### config.mk
export PLATFORM = sky130hd
export DESIGN_NAME = delay_steer_ctrl
export DESIGN_NICKNAME = d
export VERILOG_FILES = /design/src/rtl/delay_steer_ctrl.sv
export SDC_FILE = /design/constraint.sdc
export NUM_CORES = 1
export LEC_CHECK = 0
export ABC_AREA = 1
export CAP_MARGIN = 20
export CORE_MARGIN = 2
export CORE_UTILIZATION = 51
export CTS_CLUSTER_DIAMETER = 30
export DETAILED_ROUTE_END_ITERATION = 12
export PLACE_DENSITY = 0.85
export SLEW_MARGIN = 20
export SYNTH_ARGS = -nofsm -noshare
export SYNTH_HDL_FRONTEND = slang
export SYNTH_SLANG_ARGS = --single-unit
### constraint.sdc
create_clock -name clk -period 1.3 [get_ports clk]
set_input_delay 0.26 -clock clk [delete_from_list [all_inputs] [get_ports clk]]
set_output_delay 0.26 -clock clk [all_outputs]
set_load 0.02 [all_outputs]
### src/rtl/delay_steer_ctrl.sv
// Steering controller: fetches one tap delay per channel from the angle/channel
// table into shadow registers, then commits all channels together on a PCM strobe.
module delay_steer_ctrl #(
    parameter int NUM_CH    = 8,
    parameter int CH_W      = 3,
    parameter int DELAY_W   = 4,
    parameter int MAX_DELAY = 16,
    parameter int ANGLE_W   = 4
) (
    input  logic                        clk,
    input  logic                        rst,
    input  logic                        sample_valid,
    input  logic                        steer_valid,
    input  logic [ANGLE_W-1:0]          steer_angle,
    output logic                        steer_ready,
    output logic                        tbl_rd_en,
    output logic [ANGLE_W+CH_W-1:0]     tbl_addr,
    input  logic [DELAY_W:0]            tbl_data,
    output logic [NUM_CH*DELAY_W-1:0]   delays_out,
    output logic                        delays_update,
    output logic [ANGLE_W-1:0]          cur_angle,
    output logic                        clamp_err,
    input  logic                        clamp_clr
);

    localparam int TW = DELAY_W + 1;
    localparam logic [DELAY_W:0] MAX_TAP = TW'(MAX_DELAY - 1);

    typedef enum logic [1:0] {IDLE, FETCH, DRAIN, ARM} state_t;

    state_t                          state_q, state_d;
    logic [CH_W-1:0]                 ch_q, ch_d;
    logic [ANGLE_W-1:0]              ang_q, ang_d;
    logic                            cap_vld_q;
    logic [CH_W-1:0]                 cap_ch_q;
    logic [NUM_CH-1:0][DELAY_W-1:0]  shadow_q;
    logic [NUM_CH*DELAY_W-1:0]       delays_q;
    logic [ANGLE_W-1:0]              cur_q;
    logic                            upd_q;
    logic                            clamp_q;
    logic                            commit;
    logic                            over;
    logic [DELAY_W-1:0]              cap_val;

    assign over    = tbl_data > MAX_TAP;
    assign cap_val = over ? MAX_TAP[DELAY_W-1:0] : tbl_data[DELAY_W-1:0];

    always_comb begin
        state_d     = state_q;
        ch_d        = ch_q;
        ang_d       = ang_q;
        steer_ready = 1'b0;
        tbl_rd_en   = 1'b0;
        commit      = 1'b0;
        case (state_q)
            IDLE: begin
                steer_ready = !rst;
                if (steer_valid) begin
                    ang_d   = steer_angle;
                    ch_d    = '0;
                    state_d = FETCH;
                end
            end
            FETCH: begin
                tbl_rd_en = 1'b1;
                if (ch_q == CH_W'(NUM_CH - 1)) begin
                    ch_d    = '0;
                    state_d = DRAIN;
                end else begin
                    ch_d = ch_q + 1'b1;
                end
            end
            DRAIN: state_d = ARM;
            ARM: begin
                if (sample_valid) begin
                    commit  = 1'b1;
                    state_d = IDLE;
                end
            end
            default: state_d = IDLE;
        endcase
    end

    // Table data lags its read by one cycle; the pipelined channel tag steers it.
    always_ff @(posedge clk) begin
        if (rst) begin
            state_q   <= IDLE;
            ch_q      <= '0;
            ang_q     <= '0;
            cap_vld_q <= 1'b0;
            cap_ch_q  <= '0;
            shadow_q  <= '0;
            delays_q  <= '0;
            cur_q     <= '0;
            upd_q     <= 1'b0;
            clamp_q   <= 1'b0;
        end else begin
            state_q   <= state_d;
            ch_q      <= ch_d;
            ang_q     <= ang_d;
            cap_vld_q <= tbl_rd_en;
            cap_ch_q  <= ch_q;
            if (cap_vld_q)
                shadow_q[cap_ch_q] <= cap_val;
            // A new clamp event takes priority over a simultaneous clear.
            if (cap_vld_q && over)
                clamp_q <= 1'b1;
            else if (clamp_clr)
                clamp_q <= 1'b0;
            if (commit) begin
                delays_q <= shadow_q;
                cur_q    <= ang_q;
            end
            upd_q <= commit;
        end
    end

    assign tbl_addr      = {ang_q, ch_q};
    assign delays_out    = delays_q;
    assign delays_update = upd_q;
    assign cur_angle     = cur_q;
    assign clamp_err     = clamp_q;

endmodule

* Word-level counts from Yosys, hierarchy flattened
Index checks and enable logic that the tools add are counted.
** Word-level totals
- Register bits after elaboration :: 83
- Input port bits :: 14
- Output and inout bits :: 47
- Logic and storage cells :: 54
** Operators by class
- $add $sub $neg :: 1
- Magnitude comparators :: 3
- Eq/ne operators :: 7
- Muxes and demuxes :: 17
- Reductions and logical operators :: 9
** Operators with widths (count)
- bitwise mux 32 bit :: 1
- demux 4 bit (select 3 bit) :: 1
- two-way mux 4 bit :: 2
- one-hot mux 2 bit (4 select lines) :: 1
- two-way mux 1 bit :: 6
- two-way mux 2 bit :: 3
- two-way mux 3 bit :: 2
- != test 2 bit, second input constant :: 3
- one-hot mux 3 bit (2 select lines) :: 1
- greater-than comparator 5 x 4 -> 1 bit, second input constant :: 1
- equality test 2 bit, second input constant :: 2
- < comparator 3 x 4 -> 1 bit, second input constant :: 1
- AND reduction 2 bit :: 2
- nonzero test 2 bit :: 2
- adder 3 x 1 -> 3 bit, second input constant :: 1
- equality test 3 bit, second input constant :: 1
- >= comparator 3 x 1 -> 1 bit, second input constant :: 1
- AND reduction 3 bit :: 1
- equality test 2 x 1 -> 1 bit, second input constant :: 1
- logical AND 1 bit :: 2
- logical NOT 2 bit :: 1
- logical NOT 1 bit :: 1

* Depth between registers and ports, before layout
- Word-level depth :: 5
- Depth in mapped cells :: 8
- Depth with buffers taken out :: 8

* Least setup slack after synthesis
OpenSTA, ideal clock, no wires.
- Path kind :: reg2reg
- Start :: register ch_q[0]
- End :: register state_q[0]
- Library setup time :: 0.113 ns
- Data arrival time :: 1.100 ns
- Data required time :: 1.187 ns
- Path slack :: 0.087 ns
- Stages on the path, launching flop included :: 9
- Buffers on the path :: 0
- Clock period less this slack :: 1.213 ns
- Cells stage by stage :: dfxtp_1 -> ha_1 -> ha_1 -> inv_1 -> nand2_1 -> nand3_1 -> nand2_1 -> nand2_1 -> nor2_1
** Between the ends
- Longest elaborated chain between the ends :: 3
** Ends and longest elaborated chain
- start, declared :: RTL line 32 : logic [CH_W-1:0] ch_q, ch_d;
- start signal, assigned :: RTL line 99 : ch_q <= ch_d;
- equality test 3 bit :: RTL line 66 : if (ch_q == CH_W'(NUM_CH - 1)) begin
- != test 2 bit (no line)
- AND reduction 3 bit (no line)
- end signal, assigned :: RTL line 98 : state_q <= state_d;
- end, declared :: RTL line 31 : state_t state_q, state_d;
No other way between the ends.
A chain may end at the register's enable or synchronous reset.

* Final worst setup path
- Start :: register state_q[1]
- End :: output tbl_rd_en
** Between the ends
- Longest elaborated chain between the ends :: 2
** Ends and longest elaborated chain
- equality test 2 x 1 -> 1 bit :: RTL line 55 : case (state_q)
- two-way mux 1 bit :: RTL line 55
- end, declared :: RTL line 16 : output logic tbl_rd_en,
No other way between the ends.

==> results.yml <==
logic_synthesis:
  synthCells: 402
  synth_warnings: 0
  ys_ff_latch: 83
  synth_top_area_share: 0.5282
  synth_cell_types: 22
  ys_seq_area_frac: 0.5282
  syn_area_per_cell_um2: 7.825
  synth_fp_nets: 423
  synth_top_cells_by_area: "dfxtp_1 (53%), nor2_1 (18%), o21ai_0 (10%)"
  yosys.area.top_type: "dfxtp_1"
  syn_area_um2: 3146
timing:
  slew_violations: 0
  min_period_ps: 1413
  relSlewSlack: 0.7209
  setup_viol: 2
  fmax_ghz: 0.7079
  finClkSkew_ps: 9.099
  fin_tns_setup_ps: -216.1
  setup_ws_ps: -112.6
  rsz0062_at_grt: "yes"
  worst_pin_slew_ps: 418.7
  finalHoldViolCount: 0
  min_period_over_period: 1.087
die:
  die_h_um: 82.54
  dieArea_um2: 6812
  start_util: 0.5282
  die_w_um: 82.54
  core_area_um2: 5956
  rows: 28
  io_pins: 61
detailed_routing:
  num_vias: 2709
  drc: 0
  ant_nets: 0
  drt_iter0_markers: 170
  dr.pass1.iters: 4
  routedWlPerCell_um: 12.10
  wirelength_um: 6616
  routed_via_density: 4.952
finish:
  area_delta_synth_final_pct: 29.87
  drive_above_1_share: 0.1610
  antenna_cells: 0
  finalNetCount: 489
global_routing:
  grt_pass1_wl_um: 10750
  grt_max_degree: 47
  antenna_found_initial: 0
  gr-total-overflow: 0
  grt_pass1_vias: 2578
  track_usage: 0.2068
setup_path:
  crit_buf_inv: 3
  required_ps: 1040
  crit_family: "flip-flops"
  critPathCapture: "tbl_rd_en"
  reg2reg_to: "state_q[1]"
  cp.arrival_ps: 1150
  critical_path_depth: 4
  reg2regPathDepth: 9
  cp-startpoint: "state_q[1]"
  ff2ff_setup_slack_ps: 0
  cp-end-kind: "output port"
  slowest_delay_ps: 340
  cp-start-kind: "flip-flop"
  crit_slowest_cell: "dfxtp_2"
  critPathKind: "flip-flop to output port"
  crit_path_cell_trace: "inv_2 -> buf_4 -> ha_4 -> buf_6"
  r2r_start: "state_q[1]"
  crit_fanout: 2
clocking:
  numCtsBuffers: 9
  clock_latency_ps: 350
  cts_tree: "yes"
  ctsHoldBuffers: 0
  clock-root-buffer: "clkbuf_8"
  cts.sinks: 83
  cts_buffer_depth: 2
  clk_pin_slew_worst_paths_ps: 70
  htree_num_levels: 3
worst_hold_path:
  worstHoldPathCells: 2
  hold_path.class: "flip-flop to flip-flop"
status:
  violations: "setup timing"
  outcome: "finished with violations"
power_and_ir_drop:
  leakagePower_nw: 1.672
  power.total_mw: 6.840
  vdd_drop_max_mv: 1.378
  power.density_nw_per_um2: 1674
job:
  drv_cap: 0
placed_design:
  hpwl_um: 4543
  gp_congestion: 0.7884
  io_buffers: 60
  place_ws_ps: -379.5
[how the worst min path moves through the flow]
| stage | startpoint | to | slack, ps |
|---|---|---|---|
| after floorplan | rst | clamp_err | 330 |
| after global placement | clamp_err | clamp_err | 450 |
| after detailed placement | clamp_err | clamp_err | 450 |
| after CTS | clamp_err | clamp_err | 470 |
| after global routing | clamp_err | clamp_err | 500 |
| final | clamp_err | clamp_err | 470 |
[layer usage]
| layer | up-vias | part of all wire | GRT usage | routed length, um |
|---|---|---|---|---|
| li1 | 1392 | - | - | - |
| met1 | 1226 | 0.42 | 0.2259 | 2773 |
| met2 | 67 | 0.50 | 0.3653 | 3290 |
| met3 | 24 | 0.055 | 0.05978 | 361 |
| met4 | 0 | 0.029 | 0.1016 | 191 |
| met5 | - | 0 | 0 | 0 |
[worst register-to-register path, stage by stage, from the launching register on]
cell and delay (ps):
dfxtp_2 340, inv_2 50, buf_4 140, ha_4 160
buf_4 140, nand2_4 90, nand3_4 90, nand2_2 60
nand2_1 40, nor2_1 120
[cells by family (layout without fill, tap and decap cells)]
| kind of cell | Yosys count | after routing | share of synthesized area |
|---|---|---|---|
| and+or+nand+nor | 188 | 188 | 0.2403 |
| DFF | 83 | 83 | 0.5282 |
| adders and majority gates | 7 | 7 | 0.02784 |
| AOI/OAI and AO/OA | 77 | 77 | 0.1229 |
| buffers and inverters | 47 | 117 | 0.08075 |
[layout by cell type, fill, tap and decap left out, types with 3 or more instances in the layout]
cell type,instances
inv_2,6
nor2_1,152
clkbuf_2,10
buf_4,10
dlygate4sd2_1,3
o21ai_0,53
o21ai_1,20
clkdlybuf4s15_1,31
or2_0,3
clkdlybuf4s50_1,13
buf_6,4
nor2_2,4
clkinv_1,7
dfxtp_1,81
nand2_1,11
ha_1,3
inv_1,14
clkbuf_8,10
nand3_1,3
nand2_2,9
[where the power goes]
group | switching, mW | total, mW | internal, mW
Sequential | 0.139 | 2.93 | 2.79
Clock | 0.858 | 1.97 | 1.12
Combinational | 1.09 | 1.93 | 0.839
Total | 2.09 | 6.84 | 4.75
[synthesized netlist by cell type]
cell,number
or2_0,4
nand2_1,15
o21ai_1,10
inv_1,17
nand2_2,7
buf_6,8
inv_2,3
nand3_1,4
o22ai_1,1
ha_1,7
inv_6,1
clkbuf_1,1
dfxtp_1,83
clkbuf_2,6
nor2_4,1
nor2_2,3
a21oi_1,1
o21ai_0,65
or2_2,1
buf_2,4
clkinv_1,7
nor2_1,153
[repair_timing]
item / in CTS / in global routing
setup buffers: 0 / 1
gates resized for setup: 77 / 73
endpoints found under the setup margin: 78 / 88
pin swaps: 1 / 5
[layout make-up]
| cell class | count | area [um^2] |
|---|---|---|
| fill | 525 | 1871 |
| sequential | 83 | 1664 |
| multi-input combinational | 272 | 1311 |
| timing repair buffer | 74 | 688.2 |
| clock buffer | 10 | 137.6 |
| inverter | 28 | 112.6 |
| tap | 75 | 93.84 |
| clock inverter | 5 | 77.57 |
[through the flow]
step / util / instance area, um^2 / hold WS (ps) / std cells
floorplan: - / 3146 / 329.1 / 402
global placement: 0.6412 / 3819 / 447.2 / 531
detailed placement: 0.6412 / 3819 / 451.7 / 531
CTS: 0.6744 / 4016 / 468.2 / 546
global route: 0.6859 / 4085 / 497.7 / 547
finish: 0.6859 / 4085 / 465.3 / 547
[sequential cells by signal (all words and copies together) (netlist names)]
| register | count |
|---|---|
| cap_ch_q | 3 |
| state_q | 2 |
| shadow_q | 32 |
| delays_update | 1 |
| ang_q | 4 |
| cur_angle | 4 |
| cap_vld_q | 1 |
| delays_out | 32 |
| ch_q | 3 |
| clamp_err | 1 |
Power figures use the tool's default switching activity.
